===== src/rtl/adder_pkg.sv =====
// Shared types and constants for the scaled adder pipeline.
package adder_pkg;

  typedef enum logic [1:0] {
    ModeAdd    = 2'd0,
    ModeScale  = 2'd1,
    ModeAcc    = 2'd2,
    ModeAccClr = 2'd3
  } mode_e;

  // Operand-A values for which SCALE doubles a.
  localparam int unsigned ScaleA0 = 1;
  localparam int unsigned ScaleA1 = 2;
  localparam int unsigned ScaleA2 = 3;

endpackage


===== src/rtl/scaled_sum.sv =====
// Combinational raw-sum: a+b, or 2*a+b for SCALE when a is in the scale set.
// The result is zero-extended to ACC_W, which must be at least W+2 so nothing is truncated.
module scaled_sum import adder_pkg::*; #(
  parameter int unsigned W     = 4,
  parameter int unsigned ACC_W = 8
) (
  input  logic [W-1:0]     a_i,
  input  logic [W-1:0]     b_i,
  input  mode_e            mode_i,
  output logic [ACC_W-1:0] raw_o
);

  logic [ACC_W-1:0] a_ext;
  logic [ACC_W-1:0] b_ext;
  logic             scale_hit;

  // Widen first so the doubled operand keeps its carry bits.
  always_comb begin
    a_ext     = ACC_W'(a_i);
    b_ext     = ACC_W'(b_i);
    scale_hit = (a_i == W'(ScaleA0)) || (a_i == W'(ScaleA1)) || (a_i == W'(ScaleA2));
    raw_o     = a_ext + b_ext;
    if ((mode_i == ModeScale) && scale_hit) begin
      raw_o = (a_ext << 1) + b_ext;
    end
  end

endmodule


===== src/rtl/scaled_adder_pipe.sv =====
// Two-stage valid/ready pipeline: S1 holds operands, S2 holds the (optionally gated) result.
// A saturating accumulator is updated as each beat moves from S1 to S2.
module scaled_adder_pipe import adder_pkg::*; #(
  parameter int unsigned W       = 4,
  parameter int unsigned ACC_W   = 8,
  parameter int unsigned GATE_EN = 1,
  parameter int unsigned GATE_V0 = 3,
  parameter int unsigned GATE_V1 = 5
) (
  input  logic             clk,
  input  logic             rst,
  input  logic             in_valid,
  output logic             in_ready,
  input  logic [W-1:0]     a,
  input  logic [W-1:0]     b,
  input  logic [1:0]       mode,
  output logic             out_valid,
  input  logic             out_ready,
  output logic [ACC_W-1:0] c,
  output logic             sat
);

  logic             s1_valid_q, s1_valid_d;
  logic [W-1:0]     s1_a_q, s1_a_d;
  logic [W-1:0]     s1_b_q, s1_b_d;
  mode_e            s1_mode_q, s1_mode_d;
  logic             s2_valid_q, s2_valid_d;
  logic [ACC_W-1:0] c_q, c_d;
  logic [ACC_W-1:0] acc_q, acc_d;
  logic             sat_q, sat_d;

  logic             s2_load;
  logic             s1_adv;
  logic             in_xfer;
  logic             gate_pass;
  logic [ACC_W-1:0] raw;
  logic [ACC_W-1:0] result;
  logic [ACC_W:0]   acc_sum;

  scaled_sum #(
    .W     (W),
    .ACC_W (ACC_W)
  ) u_scaled_sum (
    .a_i    (s1_a_q),
    .b_i    (s1_b_q),
    .mode_i (s1_mode_q),
    .raw_o  (raw)
  );

  // Handshake: in_ready depends on out_ready only, never on in_valid.
  always_comb begin
    s2_load   = !s2_valid_q || out_ready;
    s1_adv    = s1_valid_q && s2_load;
    in_ready  = !s1_valid_q || s1_adv;
    in_xfer   = in_valid && in_ready;
    // No output transfer may complete while reset is being applied.
    out_valid = s2_valid_q && !rst;
    c         = c_q;
    sat       = sat_q;
  end

  // Result, accumulator and gating; acc/sat commit only when a beat leaves S1.
  always_comb begin
    acc_sum   = {1'b0, acc_q} + {1'b0, raw};
    acc_d     = acc_q;
    sat_d     = sat_q;
    result    = raw;
    gate_pass = (GATE_EN == 0) || (s1_b_q == W'(GATE_V0)) || (s1_b_q == W'(GATE_V1));
    case (s1_mode_q)
      ModeAcc: begin
        result = acc_sum[ACC_W] ? '1 : acc_sum[ACC_W-1:0];
        if (s1_adv) begin
          acc_d = result;
          if (acc_sum[ACC_W]) begin
            sat_d = 1'b1;
          end
        end
      end
      ModeAccClr: begin
        if (s1_adv) begin
          acc_d = raw;
          sat_d = 1'b0;
        end
      end
      default: ;
    endcase
  end

  // Stage-valid and data next-state.
  always_comb begin
    s1_valid_d = s1_valid_q;
    s1_a_d     = s1_a_q;
    s1_b_d     = s1_b_q;
    s1_mode_d  = s1_mode_q;
    s2_valid_d = s2_valid_q;
    c_d        = c_q;
    if (in_xfer) begin
      s1_valid_d = 1'b1;
      s1_a_d     = a;
      s1_b_d     = b;
      s1_mode_d  = mode_e'(mode);
    end else if (s1_adv) begin
      s1_valid_d = 1'b0;
    end
    if (s2_load) begin
      s2_valid_d = s1_valid_q;
      if (s1_valid_q) begin
        c_d = gate_pass ? result : '0;
      end
    end
  end

  // State registers with synchronous reset.
  always_ff @(posedge clk) begin
    if (rst) begin
      s1_valid_q <= 1'b0;
      s1_a_q     <= '0;
      s1_b_q     <= '0;
      s1_mode_q  <= ModeAdd;
      s2_valid_q <= 1'b0;
      c_q        <= '0;
      acc_q      <= '0;
      sat_q      <= 1'b0;
    end else begin
      s1_valid_q <= s1_valid_d;
      s1_a_q     <= s1_a_d;
      s1_b_q     <= s1_b_d;
      s1_mode_q  <= s1_mode_d;
      s2_valid_q <= s2_valid_d;
      c_q        <= c_d;
      acc_q      <= acc_d;
      sat_q      <= sat_d;
    end
  end

endmodule


===== config.mk =====
export PLATFORM = sky130hd
export DESIGN_NAME = scaled_adder_pipe
export DESIGN_NICKNAME = d
export VERILOG_FILES = /design/src/rtl/adder_pkg.sv /design/src/rtl/scaled_sum.sv /design/src/rtl/scaled_adder_pipe.sv
export SDC_FILE = /design/constraint.sdc
export NUM_CORES = 1
export LEC_CHECK = 0
export ABC_CLOCK_PERIOD_IN_PS = 3100
export CAP_MARGIN = 20
export CORE_UTILIZATION = 35
export CTS_CLUSTER_SIZE = 30
export DETAILED_ROUTE_END_ITERATION = 10
export DONT_BUFFER_PORTS = 1
export SYNTH_ARGS = -nofsm -noshare
export SYNTH_HDL_FRONTEND = slang
export SYNTH_SLANG_ARGS = --single-unit

===== constraint.sdc =====
create_clock -name clk -period 3.1 [get_ports clk]
set_clock_uncertainty 0.05 [all_clocks]
set_input_delay 0.775 -clock clk [delete_from_list [all_inputs] [get_ports clk]]
set_output_delay 0.775 -clock clk [all_outputs]
set_load 0.05 [all_outputs]

# Word-level counts from Yosys, hierarchy flattened

Index checks and enable logic that the tools add are counted.

Register bits: 29
Latch bits: 0
Bits in writable memories: 0
Bits in read-only memories: 0
Output and inout port bits: 11
Word-level logic and storage cells: 51
Memories kept: 0

Add/subtract/negate cells: 3
$mul: 0
Divide/modulo/power cells: 0
$lt $le $gt $ge: 0
Equality and inequality tests: 11
Shifts and indexed selects: 0
Mux-type cells: 12
Bitwise logic cells: 0
Reduce and logical (&&, ||, !) cells: 17

Operators with widths:

| cell                                                                   | count |
|---|---|
| 8-bit two-way mux                                                      | 6 |
| 8-bit one-hot mux with 2 select lines                                  | 1 |
| 4-bit by 2-bit equality test with 1-bit output (second input constant) | 3 |
| 8-bit by 8-bit adder with 9-bit output                                 | 1 |
| 5-bit by 4-bit adder with 6-bit output                                 | 1 |
| 2-bit != test (second input constant)                                  | 3 |
| 4-bit by 4-bit adder with 5-bit output                                 | 1 |
| 1-bit logical OR                                                       | 5 |
| 2-bit equality test (second input constant)                            | 2 |
| 4-bit by 1-bit equality test with 1-bit output (second input constant) | 1 |
| 4-bit by 3-bit equality test with 1-bit output (second input constant) | 1 |
| 1-bit logical AND                                                      | 4 |
| 1-bit two-way mux                                                      | 4 |
| 4-bit AND reduction                                                    | 1 |
| 2-bit nonzero test                                                     | 2 |
| 1-bit logical NOT                                                      | 3 |
| 3-bit AND reduction                                                    | 1 |
| 2-bit by 1-bit equality test with 1-bit output (second input constant) | 1 |
| 1-bit one-hot mux with 2 select lines                                  | 1 |
| 2-bit AND reduction                                                    | 1 |

# Longest topological paths before layout

Word-level depth: 9
Gate-level depth with buffers: 12
Mapped depth without buffers: 11

# Modules after synthesis

A second synthesis with hierarchy kept.

Cell total of the unflattened synthesis: 234
Area total of the unflattened synthesis: 1910.6 sq um

Modules (own cells, without submodules):

| module            | instances | cells each | area an instance (sq um) | seq. area each (sq um) |
|---|---|---|---|---|
| scaled_adder_pipe | 1         | 194        | 1582.8                   | 580.6 |
| scaled_sum        | 1         | 40         | 327.8                    | 0.0 |

# Least setup slack after synthesis

No wires, ideal clock.

Path kind: flip-flop to flip-flop
Start: reg s1_a_q[1]
End: reg acc_q[2]
Data arrival time: 2.590 ns
Required time: 2.949 ns
Slack: 0.359 ns
Cell stages (with the launch flop): 13
Period minus slack after synthesis: 2.741 ns
Path through: dfxtp_1 or2_1 and2_1 buf_6 mux2_4 ha_1 inv_1 fa_1 nand3b_1 a21oi_1 o2bb2ai_2 nor3_1 o41ai_1

Cells in the longest elaborated chain, start to end: 9

Ends and longest elaborated chain:

| what                                                                           | RTL line                 | RTL |
|---|---|---|
| start, declared                                                                | scaled_adder_pipe.sv:24  | `logic [W-1:0] s1_a_q, s1_a_d;` |
| start signal, assigned                                                         | scaled_adder_pipe.sv:117 | `s1_a_q <= '0;` |
| start signal, assigned                                                         | scaled_adder_pipe.sv:126 | `s1_a_q <= s1_a_d;` |
| branches (longest 4 deep; another with 5-bit by 4-bit adder with 6-bit output) | n/a                      |  |
| 8-bit two-way mux *                                                            | scaled_sum.sv:23         | `if ((mode_i == ModeScale) && scale_hit) begin` |
| 8-bit by 8-bit adder with 9-bit output                                         | scaled_adder_pipe.sv:64  | `acc_sum = {1'b0, acc_q} + {1'b0, raw};` |
| 8-bit two-way mux                                                              | scaled_adder_pipe.sv:71  | `result = acc_sum[ACC_W] ? '1 : acc_sum[ACC_W-1:0];` |
| 8-bit two-way mux                                                              | scaled_adder_pipe.sv:72  | `if (s1_adv) begin` |
| 8-bit one-hot mux with 2 select lines *                                        | scaled_adder_pipe.sv:69  | `case (s1_mode_q)` |
| end signal, assigned                                                           | scaled_adder_pipe.sv:122 | `acc_q <= '0;` |
| end signal, assigned                                                           | scaled_adder_pipe.sv:131 | `acc_q <= acc_d;` |
| end, declared                                                                  | scaled_adder_pipe.sv:29  | `logic [ACC_W-1:0] acc_q, acc_d;` |

Mark *: on every way between the ends. The select of a mux whose other input is x is not followed.
A chain may end at the register's enable or synchronous reset.

# Final worst setup path

Start: reg s1_a_q[0]
End: reg acc_q[2]

The elaborated chain is that of the path after synthesis.

==> flow_summary_export.csv <==
group,metric,value,unit
outcome,status,"complete, no violations",
power_and_ir_drop,power_density,453,nW/um^2
cts,cts_tree,"done",
synth,synth_edf_count,0,
cells_and_area,final_util,40.8,%
cells_and_area,final_cell_mix,"dfxtp_1 (28), a21oi_1 (25), nand2_1 (24)",
cts,clkSlewWorstSetupHoldPaths,70,ps
detailed_routing,drc_errors,0,
cts,numCtsBuffers,5,
placed_design,place.port_buffers,0,
sta,worstMarginPinSlew,537,ps
critical_path,cpMostUsedCell,"fa_1",
critical_path,r2r_slack,200,ps
critical_path,worstReg2RegStart,"s1_a_q[0]",
cells_and_area,n_fill_cell,542,
detailed_routing,via_per_inst,5.29,
die,num_rows,26,
synth,yosysTopAreaCellShare,31.6,%
die,die_w,74.4,um
sta,slew_headroom,64.2,%
global_routing,grt_pass1_wl,7420,um
die,core,5070,um^2
synth,synth_ff_type,"dfxtp_1",
critical_path,critical_path.max_fanout,10,
power_and_ir_drop,switching_share,25.1,%
cts,root_buffer,"clkbuf_8",
cts,htreeDepth,2,
min_path,min_to,"acc_q[4]",
detailed_routing,routedWlPerCell,14.8,um
min_path,holdPathStages,2,
die,initial_core_util,36.2,%
critical_path,worstSetupEndpointType,"flip-flop",
power_and_ir_drop,leakage,0.843,nW
sta,period_share,93.5,%
detailed_routing,antenna_left,0,
sta,setup_viol,0,
power_and_ir_drop,ir_drop,0.202,mV
placed_design,placed_cell_area,1930,um^2
synth,synth_seq_area_share,31.6,%
critical_path,crit_type,"reg2reg",
detailed_routing,drt-total-wl,4350,um
global_routing,grt_max_degree,30,
critical_path,r2r_cells,10,
min_path,worstHoldPathType,"reg2reg",
cells_and_area,final_common_cell,"dfxtp_1",
die,die_h,74.4,um
sta,holdWs,419,ps
synth,yosysTopAreaCell,"dfxtp_1",
critical_path,start_kind,"flip-flop",
critical_path,worstPathCellList,"ha_2 -> fa_1 -> mux2_4 -> inv_1 -> fa_1 -> nand3b_1 -> a21oi_2 -> o2bb2ai_4 -> nor3_1 -> o41ai_1",
critical_path,r2r-end,"acc_q[2]",
detailed_routing,first_pass_iters,4,
cells_and_area,final_area,2070,um^2
cells_and_area,drive_above_1_share,11.7,%
die,io_pins,25,
cells_and_area,syn_to_final_growth,12.7,%
detailed_routing,drt_iter0_drc,65,
synth,synthesis.nets,249,
power_and_ir_drop,clock_power_share,43.9,%
cells_and_area,antenna_cells,0,
cells_and_area,fin_nets,253,
critical_path,slowest_stage,"fa_1",
synth,syn_inst,218,
synth,synth_area,1840,um^2
global_routing,first_global_vias,1590,
power_and_ir_drop,p_int,0.701,mW
power_and_ir_drop,combPwrFrac,13.7,%
min_path,hp-start,"acc_q[4]",
critical_path,crit_arrival,3040,ps
synth,postSynth.asyncResetShare,0,%
placed_design,gp_congestion,0.908,
sta,period_needed,2900,ps
power_and_ir_drop,power_frac_seq,42.3,%
sta,hold_viol_final,0,
sta,finalMaxSlewViolations,0,
cts,cts_sinks,29,
placed_design,dp_hpwl,3200,um
global_routing,track_usage,17.7,%
critical_path,critical_path.max_stage_delay,480,ps
run,maxCapViolCount,0,
global_routing,grt_overflow,0,
cts,insertion_delay,290,ps
global_routing,antenna_found_initial,0,
synth,netlist_top_cells_area,"dfxtp_1 (32%), ha_1 (9.5%), a21oi_1 (7.4%)",
detailed_routing,vias,1551,
sta,max_clock_freq,0.345,GHz
synth,synth.avg_cell_area,8.43,um^2
cts,clk_path_buf_depth,2,
power_and_ir_drop,switching_power,0.235,mW
synth,ys_ff_latch,29,
synth,synth_cell_types,50,
critical_path,worst_ep_required_time,3240,ps
die,dieArea,5540,um^2
synth,yosysWarningCount,0,
cts,post_cts_buffers,0,
==> Yosys cell counts, drive strengths merged (4+ instances only) <==
library cell  number
a21oi             27
nor3               5
xnor2              4
nand3             16
o21ai              8
nor2              10
nor2b              9
ha                14
clkbuf             7
and3               4
inv                7
nand2             24
a21o               5
dfxtp             29
==> what timing repair did <==
item,CTS,global route
hold endpoints to repair,0,0
resized for setup,0,7
hold buffers,0,0
setup endpoints to repair,0,16
==> critical path: cells and delay by family (launching register included) <==
kind | cells | cell delay, ps
adders and majority gates | 3 | 1100
AOI/OAI and AO/OA | 3 | 740
and+or+nand+nor | 2 | 350
buffers and inverters | 1 | 60
muxes | 1 | 180
DFF | 1 | 340
==> power by group through the flow <==
stage                     clock (mW)  sequential, mW  combinational, mW
after detailed placement           0           0.404              0.127
final                          0.411           0.396              0.129
after global routing           0.436           0.398              0.146
after global placement             0           0.404              0.126
after CTS                      0.420           0.396              0.127
after floorplan                    0           0.401              0.102
==> sequential cells by signal, indices dropped and copies added, names as in the netlist <==
signal / count
s2_valid_q: 1
c: 8
s1_a_q: 4
s1_valid_q: 1
sat: 1
s1_mode_q: 2
acc_q: 8
s1_b_q: 4
==> metal layers <==
metal  track usage [%]  vias to the layer above  wire [um]
met3              4.34                        5        230
met5                 0                        -          0
met1              25.3                      702       2210
met4              5.03                        0         38
met2              26.2                       36       1870
li1                  -                      808          -
==> final cells by class <==
cell class                      count  area, um^2  area share [%]
Sequential cell                    29         582            28.1
Multi-Input combinational cell    173        1210            58.6
Clock inverter                      1        30.0            1.45
Inverter                            7        26.3            1.27
Tap cell                           70        87.6            4.23
Timing Repair Buffer                6        45.0            2.18
Clock buffer                        7        86.3            4.17
==> kinds of logic after synthesis <==
group / synth area share, %
flops: 31.6
buf+inv: 3.75
xor+xnor: 2.38
compound gates: 24.0
fa+ha+maj: 12.8
other cells: 0.204
simple gates: 22.5
mux: 2.72
==> through the flow <==
stage | TNS (ps) | total power [mW] | std cells | setup slack, ps
2_1_floorplan | 0 | 0.503 | 218 | 359
3_3_place_gp | 0 | 0.531 | 285 | 148
3_5_place_dp | 0 | 0.531 | 285 | 93.6
4_1_cts | 0 | 0.943 | 293 | 66.3
5_1_grt | -40.5 | 0.980 | 293 | -40.5
6_report | 0 | 0.936 | 293 | 202
==> worst max-delay path by stage <==
stage | from | end | slack, ps
after floorplan | s1_a_q[1] | acc_q[2] | 360
after global placement | s1_mode_q[1] | acc_q[2] | 150
after detailed placement | s1_mode_q[1] | acc_q[2] | 90
after CTS | s1_mode_q[1] | acc_q[2] | 70
after global routing | s1_a_q[3] | acc_q[2] | -40
final | s1_a_q[0] | acc_q[2] | 200
Note: power is estimated with default switching activity, not from simulation.
